--- src/rtl/computie_bus_initiator.sv ---
// computie_bus_initiator: single-outstanding bus master running AS/DS/ACK cycles with timeout.
module computie_bus_initiator #(
  parameter int BITWIDTH = 32,
  parameter int TIMEOUT  = 255
) (
  input  logic                cb_clk,
  input  logic                cb_reset,
  input  logic                req_valid,
  output logic                req_ready,
  input  logic                req_rw,
  input  logic [BITWIDTH-1:0] req_addr,
  input  logic [BITWIDTH-1:0] req_data,
  output logic                resp_valid,
  input  logic                resp_ready,
  output logic [BITWIDTH-1:0] resp_data,
  output logic                resp_error,
  output logic                cb_addr_strobe,
  output logic                cb_data_strobe,
  output logic                cb_read_write,
  input  logic                cb_data_ack,
  input  logic [BITWIDTH-1:0] cb_ad_in,
  output logic [BITWIDTH-1:0] cb_ad_out,
  output logic                cb_ad_oe,
  output logic                send_receive,
  output logic                addr_oe,
  output logic                data_oe,
  output logic                data_dir
);
  localparam int TW = $clog2(TIMEOUT + 1);
  localparam logic [TW-1:0] TMAX = TW'(TIMEOUT);
  typedef enum logic [2:0] {IDLE, ADDR, DATA, RELEASE, RESP} state_t;
  state_t state;
  logic [BITWIDTH-1:0] data;
  logic [TW-1:0] timer;
  logic ack_m, ack_s;
  // Outputs take the values of the state being entered, so every bus control is a flop.
  always_ff @(posedge cb_clk or negedge cb_reset) begin
    if (!cb_reset) begin
      state <= IDLE;
      data <= '0;
      timer <= '0;
      ack_m <= 1'b1;
      ack_s <= 1'b1;
      req_ready <= 1'b1;
      resp_valid <= 1'b0;
      resp_data <= '0;
      resp_error <= 1'b0;
      cb_addr_strobe <= 1'b1;
      cb_data_strobe <= 1'b1;
      cb_read_write <= 1'b1;
      cb_ad_out <= '0;
      cb_ad_oe <= 1'b0;
      send_receive <= 1'b0;
      addr_oe <= 1'b1;
      data_oe <= 1'b1;
      data_dir <= 1'b0;
    end else begin
      ack_m <= cb_data_ack;
      ack_s <= ack_m;
      case (state)
        IDLE: if (req_valid) begin
          data <= req_data;
          req_ready <= 1'b0;
          cb_ad_out <= req_addr;
          cb_ad_oe <= 1'b1;
          cb_addr_strobe <= 1'b0;
          cb_read_write <= req_rw;
          send_receive <= 1'b1;
          addr_oe <= 1'b0;
          data_oe <= 1'b1;
          state <= ADDR;
        end
        ADDR: begin
          cb_data_strobe <= 1'b0;
          addr_oe <= 1'b1;
          data_oe <= 1'b0;
          timer <= TW'(1);
          cb_ad_out <= cb_read_write ? cb_ad_out : data;
          cb_ad_oe <= !cb_read_write;
          data_dir <= !cb_read_write;
          send_receive <= !cb_read_write;
          state <= DATA;
        end
        DATA: if (!ack_s || timer == TMAX) begin
          resp_error <= ack_s;
          resp_data <= (!ack_s && cb_read_write) ? cb_ad_in : '0;
          cb_addr_strobe <= 1'b1;
          cb_data_strobe <= 1'b1;
          cb_ad_oe <= 1'b0;
          addr_oe <= 1'b1;
          data_oe <= 1'b1;
          send_receive <= 1'b0;
          data_dir <= 1'b0;
          timer <= '0;
          state <= RELEASE;
        end else begin
          timer <= timer + TW'(1);
        end
        RELEASE: if (ack_s || timer == TMAX) begin
          resp_error <= resp_error || !ack_s;
          resp_data <= ack_s ? resp_data : '0;
          resp_valid <= 1'b1;
          state <= RESP;
        end else begin
          timer <= timer + TW'(1);
        end
        RESP: if (resp_ready) begin
          resp_valid <= 1'b0;
          req_ready <= 1'b1;
          state <= IDLE;
        end
        default: state <= IDLE;
      endcase
    end
  end
endmodule

--- config.mk ---
export PLATFORM = sky130hd
export DESIGN_NAME = computie_bus_initiator
export DESIGN_NICKNAME = d
export VERILOG_FILES = /design/src/rtl/computie_bus_initiator.sv
export SDC_FILE = /design/constraint.sdc
export NUM_CORES = 1
export LEC_CHECK = 0
export CAP_MARGIN = 30
export CELL_PAD_IN_SITES_DETAIL_PLACEMENT = 1
export CELL_PAD_IN_SITES_GLOBAL_PLACEMENT = 1
export CORE_MARGIN = 10
export CORE_UTILIZATION = 39
export CTS_BUF_LIST = sky130_fd_sc_hd__clkbuf_8
export DETAILED_ROUTE_END_ITERATION = 10
export PLACE_DENSITY = 0.95
export SYNTH_ARGS = -nofsm -noshare
export SYNTH_HDL_FRONTEND = slang
export SYNTH_SLANG_ARGS = --single-unit
--- constraint.sdc ---
create_clock -name cb_clk -period 3.6 [get_ports cb_clk]
set_input_delay 0.72 -clock cb_clk [delete_from_list [all_inputs] [get_ports cb_clk]]
set_output_delay 0.72 -clock cb_clk [all_outputs]
set_load 0.005 [all_outputs]
# After elaboration in Yosys (flattened, before gate mapping)
# Cells that the tools add are included.
dict set report totals {
  ff_bits 119
  in_bits 102
  out_inout_bits 75
  word_cells 90
}
dict set report op_classes {
  addsub 1
  eq_ne 12
  muxes 34
  n_reduce_logical 26
}
# operator count
set ops {}
lappend ops {{two-way mux 32 bit} 6}
lappend ops {{case mux 32 bit (2 select lines)} 2}
lappend ops {{case mux 8 bit (3 select lines)} 1}
lappend ops {{AND reduction 3 bit} 6}
lappend ops {{two-way mux 8 bit} 2}
lappend ops {{case mux 3 bit (5 select lines)} 1}
lappend ops {{inequality test 2 bit (second input constant)} 7}
lappend ops {{two-way mux 3 bit} 4}
lappend ops {{case mux 1 bit (2 select lines)} 6}
lappend ops {{nonzero test 2 bit} 6}
lappend ops {{two-way mux 1 bit} 9}
lappend ops {{case mux 1 bit (3 select lines)} 3}
lappend ops {{adder 8 x 1 -> 8 bit (second input constant)} 1}
lappend ops {{equality test 8 bit (second input constant)} 1}
lappend ops {{AND reduction 4 bit} 2}
lappend ops {{equality test 3 x 2 -> 1 bit (second input constant)} 2}
lappend ops {{AND reduction 2 bit} 3}
lappend ops {{nonzero test 3 bit} 2}
lappend ops {{equality test 3 x 1 -> 1 bit (second input constant)} 1}
lappend ops {{equality test 3 bit (second input constant)} 1}
lappend ops {{zero test 3 bit} 1}
lappend ops {{logical OR 1 bit} 3}
lappend ops {{zero test 1 bit} 2}
lappend ops {{logical AND 1 bit} 1}

# Depth between registers and ports, before layout
# Gate-level depths: netlist of the first run.
dict set report depth {
  depth_word 5
  depth_mapped 7
  ltp_nobuf 5
}

# Least setup slack after synthesis of the first run
# OpenSTA, ideal clock, no wires.
dict set report synth_path {
  path_type {input to register}
  start {input req_valid}
  end {register data[10]}
  setup_time_ns 0.125
  arrival_time_ns 1.657
  t_required_ns 3.475
  setup_slack_ns 1.818
  stages 4
  path_buffers 2
  path_cell_list {nor4b_1 -> buf_2 -> buf_4 -> mux2_2}
}
dict set report synth_via {
  elab_chain_len 1
}
# element line
set synth_rtl {}
lappend synth_rtl {{start, declared} 8} ;# input logic req_valid,
lappend synth_rtl {{AND reduction 2 bit (no line)} --}
lappend synth_rtl {{end signal, assigned} 62} ;# data <= req_data;
lappend synth_rtl {{end, declared} 33} ;# logic [BITWIDTH-1:0] data;
# Every way passes these cells.
# A chain may end at the register's enable or synchronous reset.

# Worst setup path after layout of the first run
dict set report layout_path {
  start {register timer[0]}
  end {register resp_data[11]}
}
dict set report layout_via {
  elab_chain_len 4
  elab_cells_between_ends 6
  cone_classes {eq/ne (3); reduce/logical (3)}
}
# element line
set layout_rtl {}
lappend layout_rtl {{start, declared} 34} ;# logic [TW-1:0] timer;
lappend layout_rtl {{start signal, assigned} 97} ;# timer <= timer + TW'(1);
lappend layout_rtl {{start signal, assigned} 105} ;# timer <= timer + TW'(1);
lappend layout_rtl {{equality test 8 bit (*)} {84, 99}}
lappend layout_rtl {{logical OR 1 bit, on equally long branches} {84, 99}}
lappend layout_rtl {{inequality test 2 bit (no line)} --}
lappend layout_rtl {{AND reduction 4 bit (no line) (*)} --}
lappend layout_rtl {{end signal, assigned} 86} ;# resp_data <= (!ack_s && cb_read_write) ? cb_ad_in : '0;
lappend layout_rtl {{end signal, assigned} 101} ;# resp_data <= ack_s ? resp_data : '0;
lappend layout_rtl {{end, declared} 15} ;# output logic [BITWIDTH-1:0] resp_data,
# Mark *: on every way between the ends. The rest lies on a longest branch, timed or not.

==> results.py, run 1 <==
metrics = {
    "worst_setup_path": {
        "r2r-start": "timer[0]",
        "path_buf_inv": 0,
        "r2r-end": "resp_data[11]",
        "rrSetupSlack_ns": 1.13,
        "startpoint_type": "flip-flop",
        "critPathRequiredTime_ns": 3.91,
        "worstPathMaxFanout": 32,
        "end_kind": "flip-flop",
        "reg2regPathDepth": 5,
        "cp_top_family": "simple AND/OR/NAND/NOR gates",
        "arrival_ns": 2.78,
        "max_stage_delay_ns": 0.56,
        "crit_type": "reg -> reg",
        "crit_slowest_cell": "nand3_2",
        "path_cells": "ha_1 -> nand3_1 -> o31ai_2 -> nand3_2 -> a22o_1",
    },
    "layout": {
        "final_nets": 684,
        "final_common_cell": "clkdlybuf4s50_1",
        "n_antenna_cell": 0,
        "instances_no_fill": 765,
        "drive_above_1_share_pct": 15.3,
        "multiInputGateArea_mm2": 0.00185,
        "syn2layout_area_growth_pct": 46.0,
        "num-fill-cells": 1298,
        "seq_area_mm2": 0.00299,
        "mostFrequentLayoutCells": "175 x clkdlybuf4s50_1, 111 x dfrtp_1, 47 x nand2_1",
    },
    "pwr": {
        "p_total_mw": 5.82,
        "powerDensity_mw_per_mm2": 791,
        "p_clk_share_pct": 22.0,
        "seqPwrFrac_pct": 39.8,
        "comb_power_share_pct": 38.2,
        "sw_frac_of_total_pct": 33.0,
        "p_switching_mw": 1.92,
        "max-vdd-ir-drop_v": 0.000368,
        "p_int_mw": 3.90,
        "power_leakage_nw": 3.14,
    },
    "global_routing": {
        "grt_pass1_wl_mm": 26.3,
        "grt_usage_pct": 18.8,
        "grt_overflow": 0,
        "grt_pass1_vias": 4609,
        "antenna_found_initial": 0,
        "grt_max_degree": 69,
    },
    "route": {
        "drt_wl_total_mm": 16.4,
        "drt-vias-per-instance": 5.19,
        "drcViolationCount": 0,
        "vias": 3969,
        "wl_per_cell_um": 21.5,
        "drtPass1Iterations": 4,
        "drt_iter0_markers": 181,
        "antenna_left": 0,
    },
    "synthesis": {
        "yosysTopAreaCell": "dfrtp_1",
        "netlist_instances": 407,
        "netlist-cell-type-count": 50,
        "synth.avg_cell_area_um2": 12.4,
        "synthArstFlopShare_pct": 100,
        "synth_flop_cell": "dfrtp_1",
        "synth_top_area_share_pct": 55.2,
        "syn_area_mm2": 0.00503,
        "yosys_warnings": 0,
        "syn_nets": 510,
        "synth_edf_count": 0,
        "yosys-top-cells-area": "dfrtp_1 55%, mux2_2 7.2%, mux2i_1 6.6%",
        "ys_seq_area_share_pct": 59.3,
        "synth_seq_cells": 119,
    },
    "timing": {
        "finalClockSkew_ns": 0.0107,
        "rsz0062_at_grt": "no",
        "setup_violations": 0,
        "slew_viol_final": 0,
        "hold_violations": 0,
        "finalSetupTns_ns": 0,
        "relSlewSlack_pct": 53.4,
        "tightestPinTransition_ns": 0.698,
        "fmax_mhz": 406,
        "fin_crit_ns": 2.47,
        "period_share_pct": 68.5,
    },
    "floorplanning": {
        "die_w_um": 134,
        "dieHeight_um": 134,
        "ioPinCount": 177,
        "start_util_pct": 39.9,
        "core_mm2": 0.0126,
        "row_count": 41,
        "fp.dieArea_mm2": 0.0179,
    },
    "clock_tree": {
        "cts.sinks": 119,
        "cts.path.max_buffers": 2,
        "cts_buffers": 17,
        "cts_tree": "built",
        "cts_resized": 0,
        "clock-root-buffer": "clkbuf_8",
        "path_clk_slew_ns": 0.07,
        "clk-insertion-delay-late_ns": 0.43,
        "postCtsSetupBuffers": 0,
        "htree_levels": 4,
        "hold_buffers": 0,
    },
    "hold_path": {
        "hp-class": "in -> async",
    },
    "placement": {
        "io_buffers": 176,
        "dp_cells": 734,
        "dp_hpwl_mm": 12.3,
        "gp_congestion": 0.849,
    },
    "run_status": {
        "status": "complete, no violations",
    },
    "job": {
        "cap_violations": 0,
    },
}
[stage by stage]
stage	util (%)	cell area [µm²]	hold slack, ns	worst slack, ns
final	58.2	7350	0.314	1.13
after CTS	58.2	7350	0.322	1.12
after global routing	58.2	7350	0.337	0.919
after detailed placement	54.9	6930	0.347	0.847
after global placement	54.7	6910	0.349	0.960
after floorplan	-	5030	0.345	1.82
[how the worst max path moves through the flow]
stage	from	end	cells after the start
2_1_floorplan	req_valid	data[10]	4
3_3_place_gp	req_valid	data[19]	4
3_5_place_dp	req_valid	data[16]	4
4_1_cts	timer[0]	resp_data[15]	5
5_1_grt	timer[0]	resp_data[8]	5
6_report	timer[0]	resp_data[11]	5
[worst reg2reg max path, stage by stage (launching register included)]
cell and delay [ns]:
dfrtp_1 0.43, ha_1 0.24, nand3_1 0.32, o31ai_2 0.37, nand3_2 0.57, a22o_1 0.43
[power groups by stage]
stage               registers [mW]  logic, mW  clock network [mW]
floorplan                     2.19       1.21                   0
CTS                           2.32       2.28                1.32
finish                        2.31       2.22                1.28
detailed placement            2.33       2.25                   0
global placement              2.26       2.11                   0
global route                  2.39       2.45                1.38
[kinds of logic after synthesis]
family                   after synthesis  share of synthesized area, %
flip-flops                           119                          59.3
AO/OA/AOI/OAI                        102                          14.1
AND/OR/NAND/NOR                       82                          8.15
multiplexers                          65                          13.7
buffers and inverters                 37                          4.25
XOR/XNOR                               1                         0.174
adder cells (fa/ha/maj)                1                         0.248
[sequential cells by signal, indices dropped and copies added, names as in the netlist]
register        count
timer               8
cb_data_strobe      1
state               3
ack_s               1
addr_oe             1
data               32
cb_addr_strobe      1
ack_m               1
data_dir            1
resp_error          1
cb_read_write       1
resp_valid          1
resp_data          32
data_oe             1
req_ready           1
cb_ad_out          32
send_receive        1
[area by class of cell]
| class | count | share of cell area (%) |
|---|---|---|
| clock buffers | 21 | 3.93 |
| clock inverters | 10 | 1.72 |
| well taps | 172 | 2.93 |
| repair buffers | 183 | 25.1 |
| flip-flops and latches | 119 | 40.7 |
| multi-input cells | 251 | 25.2 |
| inverters | 9 | 0.460 |
[cells in the mapped netlist (2+ instances only)]
cell and count:
mux2_2 32, buf_2 12, a21oi_1 7, and2_1 2
o21ai_0 40, inv_1 9, and3_1 5, or2_2 2
nor2_1 4, dfrtp_1 111, mux2i_1 33, a22o_1 32
nand4_1 2, buf_4 6, buf_6 5, o211ai_1 2
nand2_1 47, o21bai_1 2, a31oi_1 2, nand3_1 3
a211o_1 4, clkbuf_1 5, nor3_1 4, dfstp_2 8
nor2b_1 2, o22ai_1 2
[layer usage]
metal	global-route usage, %	share of wire, %	vias up
li1	-	-	1805
met2	31.6	51	149
met1	21.6	41	2009
met3	7.59	7.2	6
met5	0	0	-
met4	4.96	0.44	0
No activity file was read; power rests on OpenSTA's default activity.
==> inputs of run 2 (changes only) <==
--- a/config.mk
+++ b/config.mk
@@ -9,10 +9,10 @@
 export CELL_PAD_IN_SITES_DETAIL_PLACEMENT = 1
 export CELL_PAD_IN_SITES_GLOBAL_PLACEMENT = 1
 export CORE_MARGIN = 10
-export CORE_UTILIZATION = 39
+export CORE_UTILIZATION = 36
 export CTS_BUF_LIST = sky130_fd_sc_hd__clkbuf_8
 export DETAILED_ROUTE_END_ITERATION = 10
-export PLACE_DENSITY = 0.95
+export PLACE_DENSITY = 0.91
 export SYNTH_ARGS = -nofsm -noshare
 export SYNTH_HDL_FRONTEND = slang
 export SYNTH_SLANG_ARGS = --single-unit
==> constraint.sdc (replaced) <==
create_clock -name cb_clk -period 2.4 [get_ports cb_clk]
set_input_delay 0.48 -clock cb_clk [delete_from_list [all_inputs] [get_ports cb_clk]]
set_output_delay 0.48 -clock cb_clk [all_outputs]
set_load 0.005 [all_outputs]
==> run 2 against run 1 <==
Die area up 7.1%; register-to-register slack got worse by 0.82 ns; cell area grew 0.73%; maximum frequency up 18%; non-clock buffer count grew 2; cell count grew 1.4%; global-route usage fell by 2.2 points; core utilization shrank 4.5 points.
==> results.py, run 2 (synthesis results as in run 1) <==
metrics = {
    "timing": {
        "period_share_pct": 87.0,
        "setup_violations": 0,
        "rsz0062_at_grt": "no",
        "slew_viol_final": 0,
        "fmax_mhz": 479,
        "hold_violations": 0,
        "finalClockSkew_ns": 0.00780,
        "relSlewSlack_pct": 54.2,
        "finalSetupTns_ns": 0,
        "fin_crit_ns": 2.09,
        "tightestPinTransition_ns": 0.687,
    },
    "pwr": {
        "power_leakage_nw": 3.16,
        "max-vdd-ir-drop_v": 0.000473,
        "powerDensity_mw_per_mm2": 1190,
    },
    "layout": {
        "top_regs": "cb_ad_out (32), data (32), resp_data (32)",
        "final_common_cell": "clkdlybuf4s50_1",
        "mostFrequentLayoutCells": "175 x clkdlybuf4s50_1, 111 x dfrtp_1, 47 x nand2_1",
        "postLayoutCellArea_mm2": 0.00740,
        "drive_above_1_share_pct": 15.9,
        "syn2layout_area_growth_pct": 47.0,
        "num-fill-cells": 1454,
        "final_nets": 686,
        "final_util_pct": 53.8,
        "n_antenna_cell": 0,
    },
    "placement": {
        "dp_hpwl_mm": 11.8,
        "io_buffers": 176,
        "placed_cell_area_mm2": 0.00696,
        "gp_congestion": 0.840,
    },
    "worst_setup_path": {
        "critPathRequiredTime_ns": 2.71,
        "end_kind": "flip-flop",
        "startpoint_type": "flip-flop",
        "cp_top_family": "compound AO/OA/AOI/OAI gates",
        "max_stage_delay_ns": 0.43,
        "crit_slowest_cell": "dfrtp_1",
        "arrival_ns": 2.39,
        "path_cells": "ha_1 -> nand3_1 -> o31ai_2 -> nand3_2 -> buf_4 -> a22o_1",
        "worstPathMaxFanout": 32,
        "path_buf_inv": 1,
        "crit_type": "reg -> reg",
    },
    "run_status": {
        "status": "complete, no violations",
    },
    "clock_tree": {
        "cts_buffers": 17,
        "htree_levels": 4,
        "cts_resized": 0,
        "postCtsSetupBuffers": 0,
        "cts_tree": "built",
        "clock-root-buffer": "clkbuf_8",
        "hold_buffers": 0,
        "cts.path.max_buffers": 2,
        "cts.sinks": 119,
        "path_clk_slew_ns": 0.07,
        "clk-insertion-delay-late_ns": 0.43,
    },
    "global_routing": {
        "grt_max_degree": 120,
        "grt_usage_pct": 16.5,
        "antenna_found_initial": 0,
        "grt_overflow": 0,
        "grt_pass1_vias": 4549,
        "grt_pass1_wl_mm": 25.7,
    },
    "route": {
        "wl_per_cell_um": 20.5,
        "drt_iter0_markers": 174,
        "drt-vias-per-instance": 5.15,
        "vias": 3993,
        "drt_wl_total_mm": 15.9,
        "drtPass1Iterations": 4,
        "drcViolationCount": 0,
        "antenna_left": 0,
    },
    "job": {
        "cap_violations": 0,
    },
    "hold_path": {
        "hp-class": "in -> async",
    },
    "floorplanning": {
        "row_count": 43,
        "dieHeight_um": 138,
        "ioPinCount": 177,
        "start_util_pct": 36.6,
        "die_w_um": 138,
        "fp.dieArea_mm2": 0.0191,
        "core_mm2": 0.0138,
    },
}
==> run 2: worst paths after layout <==
path	startpoint	endpoint	slack, ns	cells past startpoint
worst min register to register	ack_m	ack_s	0.36	0
worst min-delay path	cb_reset	resp_data[15]	0.08	2
worst max register to register	timer[0]	resp_data[25]	0.31	6
worst max-delay path	timer[0]	resp_data[25]	0.31	6
max in group asynchronous	cb_reset	timer[0]	1.75	2
min in group cb_clk	ack_m	ack_s	0.36	0
==> run 2: through the flow <==
stage	hold slack [ns]	worst slack, ns	power, mW	cells
detailed placement	0.352	0.108	6.90	744
global route	0.148	0.178	9.43	776
floorplan	0.184	0.649	5.10	407
global placement	0.348	0.248	6.63	744
CTS	0.148	0.292	8.98	776
finish	0.0779	0.312	8.82	776
==> run 2: cell type report <==
class                           instances  area (µm²)  area share (%)
Inverter                                9        33.8           0.456
Clock inverter                         13         178            2.40
Tap cell                              180         225            3.04
Clock buffer                           19         262            3.53
Multi-Input combinational cell        251        1850            25.0
Timing Repair Buffer                  185        1860            25.2
Sequential cell                       119        2990            40.4
==> run 2: metal layers <==
| layer | up-vias | global-route usage, % | share of wire [%] |
|---|---|---|---|
| met2 | 155 | 27.7 | 49 |
| met5 | - | 0 | 0 |
| met4 | 0 | 5.60 | 1.4 |
| li1 | 1817 | - | - |
| met3 | 21 | 6.37 | 7.8 |
| met1 | 2000 | 18.8 | 42 |
==> run 2: power by group <==
part           switching [mW]  leakage (nW)  internal (mW)  total [mW]
Sequential              0.590          1.48           2.85        3.44
Combinational            1.46          1.46           1.91        3.37
Clock                   0.826         0.221           1.18        2.01
==> inputs of run 3 (changes only) <==
--- a/config.mk
+++ b/config.mk
@@ -5,7 +5,7 @@
 export SDC_FILE = /design/constraint.sdc
 export NUM_CORES = 1
 export LEC_CHECK = 0
-export CAP_MARGIN = 30
+export CAP_MARGIN = 20
 export CELL_PAD_IN_SITES_DETAIL_PLACEMENT = 1
 export CELL_PAD_IN_SITES_GLOBAL_PLACEMENT = 1
 export CORE_MARGIN = 10
@@ -13,6 +13,7 @@
 export CTS_BUF_LIST = sky130_fd_sc_hd__clkbuf_8
 export DETAILED_ROUTE_END_ITERATION = 10
 export PLACE_DENSITY = 0.91
+export REMOVE_ABC_BUFFERS = 1
 export SYNTH_ARGS = -nofsm -noshare
 export SYNTH_HDL_FRONTEND = slang
 export SYNTH_SLANG_ARGS = --single-unit
==> run 3 against run 2 <==
First-iteration DRC count down 31%; highest routed layer unchanged; maximum frequency up 2.7%; via count down 0.95%; critical path depth down 5; core utilization up 0.13 points; sequential share of layout area down 0.095 points; clock skew up 0.0050 ns; cell count up 0.13%; sequential cell count unchanged; die area unchanged; critical endpoint is now cb_read_write; non-clock buffer count up 1.
==> results.py, run 3 (synthesis results as in run 1) <==
metrics = {
    "layout": {
        "mostFrequentLayoutCells": "175 x clkdlybuf4s50_1, 111 x dfrtp_1, 47 x nand2_1",
        "final_common_cell": "clkdlybuf4s50_1",
        "postLayoutCellArea_mm2": 0.00742,
        "top_regs": "cb_ad_out (32), data (32), resp_data (32)",
        "final_util_pct": 53.9,
        "n_antenna_cell": 0,
        "drive_above_1_share_pct": 16.1,
        "instances_no_fill": 777,
        "final_nets": 687,
        "syn2layout_area_growth_pct": 47.4,
    },
    "timing": {
        "setup_violations": 0,
        "rsz0062_at_grt": "no",
        "finalClockSkew_ns": 0.0128,
        "fin_ws_ns": 0.366,
        "slew_viol_final": 0,
        "tightestPinTransition_ns": 0.672,
        "hold_violations": 0,
        "period_share_pct": 84.7,
        "fmax_mhz": 492,
        "relSlewSlack_pct": 55.2,
        "fin_crit_ns": 2.03,
    },
    "route": {
        "drt_wl_total_mm": 15.4,
        "vias": 3955,
        "drt_iter0_markers": 120,
        "drtPass1Iterations": 4,
        "antenna_left": 0,
        "wl_per_cell_um": 19.8,
        "drcViolationCount": 0,
        "drt-vias-per-instance": 5.09,
    },
    "worst_setup_path": {
        "critPathRequiredTime_ns": 1.92,
        "end_kind": "output port",
        "crit_slowest_cell": "dfstp_2",
        "rrSetupSlack_ns": 0.39,
        "max_stage_delay_ns": 0.58,
        "crit_type": "reg -> out",
        "cp_top_family": "flip-flops",
        "worstPathMaxFanout": 5,
        "startpoint_type": "flip-flop",
        "path_buf_inv": 1,
        "path_cells": "clkdlybuf4s50_1",
        "arrival_ns": 1.55,
    },
    "placement": {
        "place_ws_ns": 0.112,
        "placed_cell_area_mm2": 0.00698,
        "io_buffers": 176,
        "dp_cells": 745,
        "dp_hpwl_mm": 11.6,
        "gp_congestion": 0.796,
    },
    "pwr": {
        "comb_power_share_pct": 38.1,
        "p_switching_mw": 2.86,
        "power_leakage_nw": 3.16,
        "p_clk_share_pct": 22.8,
        "seqPwrFrac_pct": 39.0,
        "powerDensity_mw_per_mm2": 1180,
        "sw_frac_of_total_pct": 32.7,
        "max-vdd-ir-drop_v": 0.000507,
        "p_int_mw": 5.89,
    },
    "run_status": {
        "status": "complete, no violations",
    },
    "clock_tree": {
        "path_clk_slew_ns": 0.08,
        "clock-root-buffer": "clkbuf_8",
        "cts.sinks": 119,
        "cts.path.max_buffers": 2,
        "cts_resized": 0,
        "postCtsSetupBuffers": 0,
        "cts_tree": "built",
        "cts_buffers": 17,
        "htree_levels": 4,
        "hold_buffers": 0,
        "clk-insertion-delay-late_ns": 0.44,
    },
    "floorplanning": {
        "core_mm2": 0.0138,
        "die_w_um": 138,
        "start_util_pct": 36.6,
        "fp.dieArea_mm2": 0.0191,
        "ioPinCount": 177,
        "row_count": 43,
        "dieHeight_um": 138,
    },
    "global_routing": {
        "grt_usage_pct": 16.0,
        "grt_max_degree": 65,
        "grt_pass1_wl_mm": 24.7,
        "grt_overflow": 0,
        "grt_pass1_vias": 4389,
        "antenna_found_initial": 0,
    },
    "hold_path": {
        "hp-class": "in -> async",
    },
    "job": {
        "cap_violations": 0,
    },
}
==> run 3: per-stage QoR <==
stage | hold slack [ns] | setup TNS (ns) | power, mW
final | 0.0794 | 0 | 8.76
after global routing | 0.0976 | 0 | 9.36
after CTS | 0.0691 | 0 | 8.89
after detailed placement | 0.347 | 0 | 6.85
after global placement | 0.350 | 0 | 6.64
after floorplan | 0.184 | -224.31 | 4.94
==> run 3: final timing paths <==
path,cells past startpoint,endpoint,start
setup / recovery,1,cb_read_write,cb_read_write
max in group asynchronous,2,data_oe,cb_reset
hold reg to reg,0,ack_s,ack_m
hold / removal,1,data_dir,cb_reset
setup reg to reg,6,resp_data[16],timer[0]
min in group cb_clk,0,ack_s,ack_m
==> run 3: power groups by stage <==
stage          Clock [mW]  Combinational (mW)  Sequential, mW
5_1_grt              2.14                3.68            3.53
6_report             2.00                3.34            3.42
4_1_cts              2.05                3.42            3.43
3_5_place_dp            0                3.40            3.45
2_1_floorplan           0                1.60            3.35
3_3_place_gp            0                3.26            3.38
==> run 3: layer usage <==
layer	GRT usage (%)	vias up	routed length (µm)
li1	-	1818	-
met1	18.7	1981	6530
met2	26.3	140	7490
met3	6.20	16	1150
met4	5.60	0	211
met5	0	-	0
==> run 3: cell type report <==
class                           instances  area (µm²)
Sequential cell                       119        2990
Clock inverter                         15         203
Clock buffer                           17         234
Inverter                                9        33.8
Fill cell                            1443        6350
Tap cell                              180         225
Timing Repair Buffer                  186        1880
Multi-Input combinational cell        251        1850
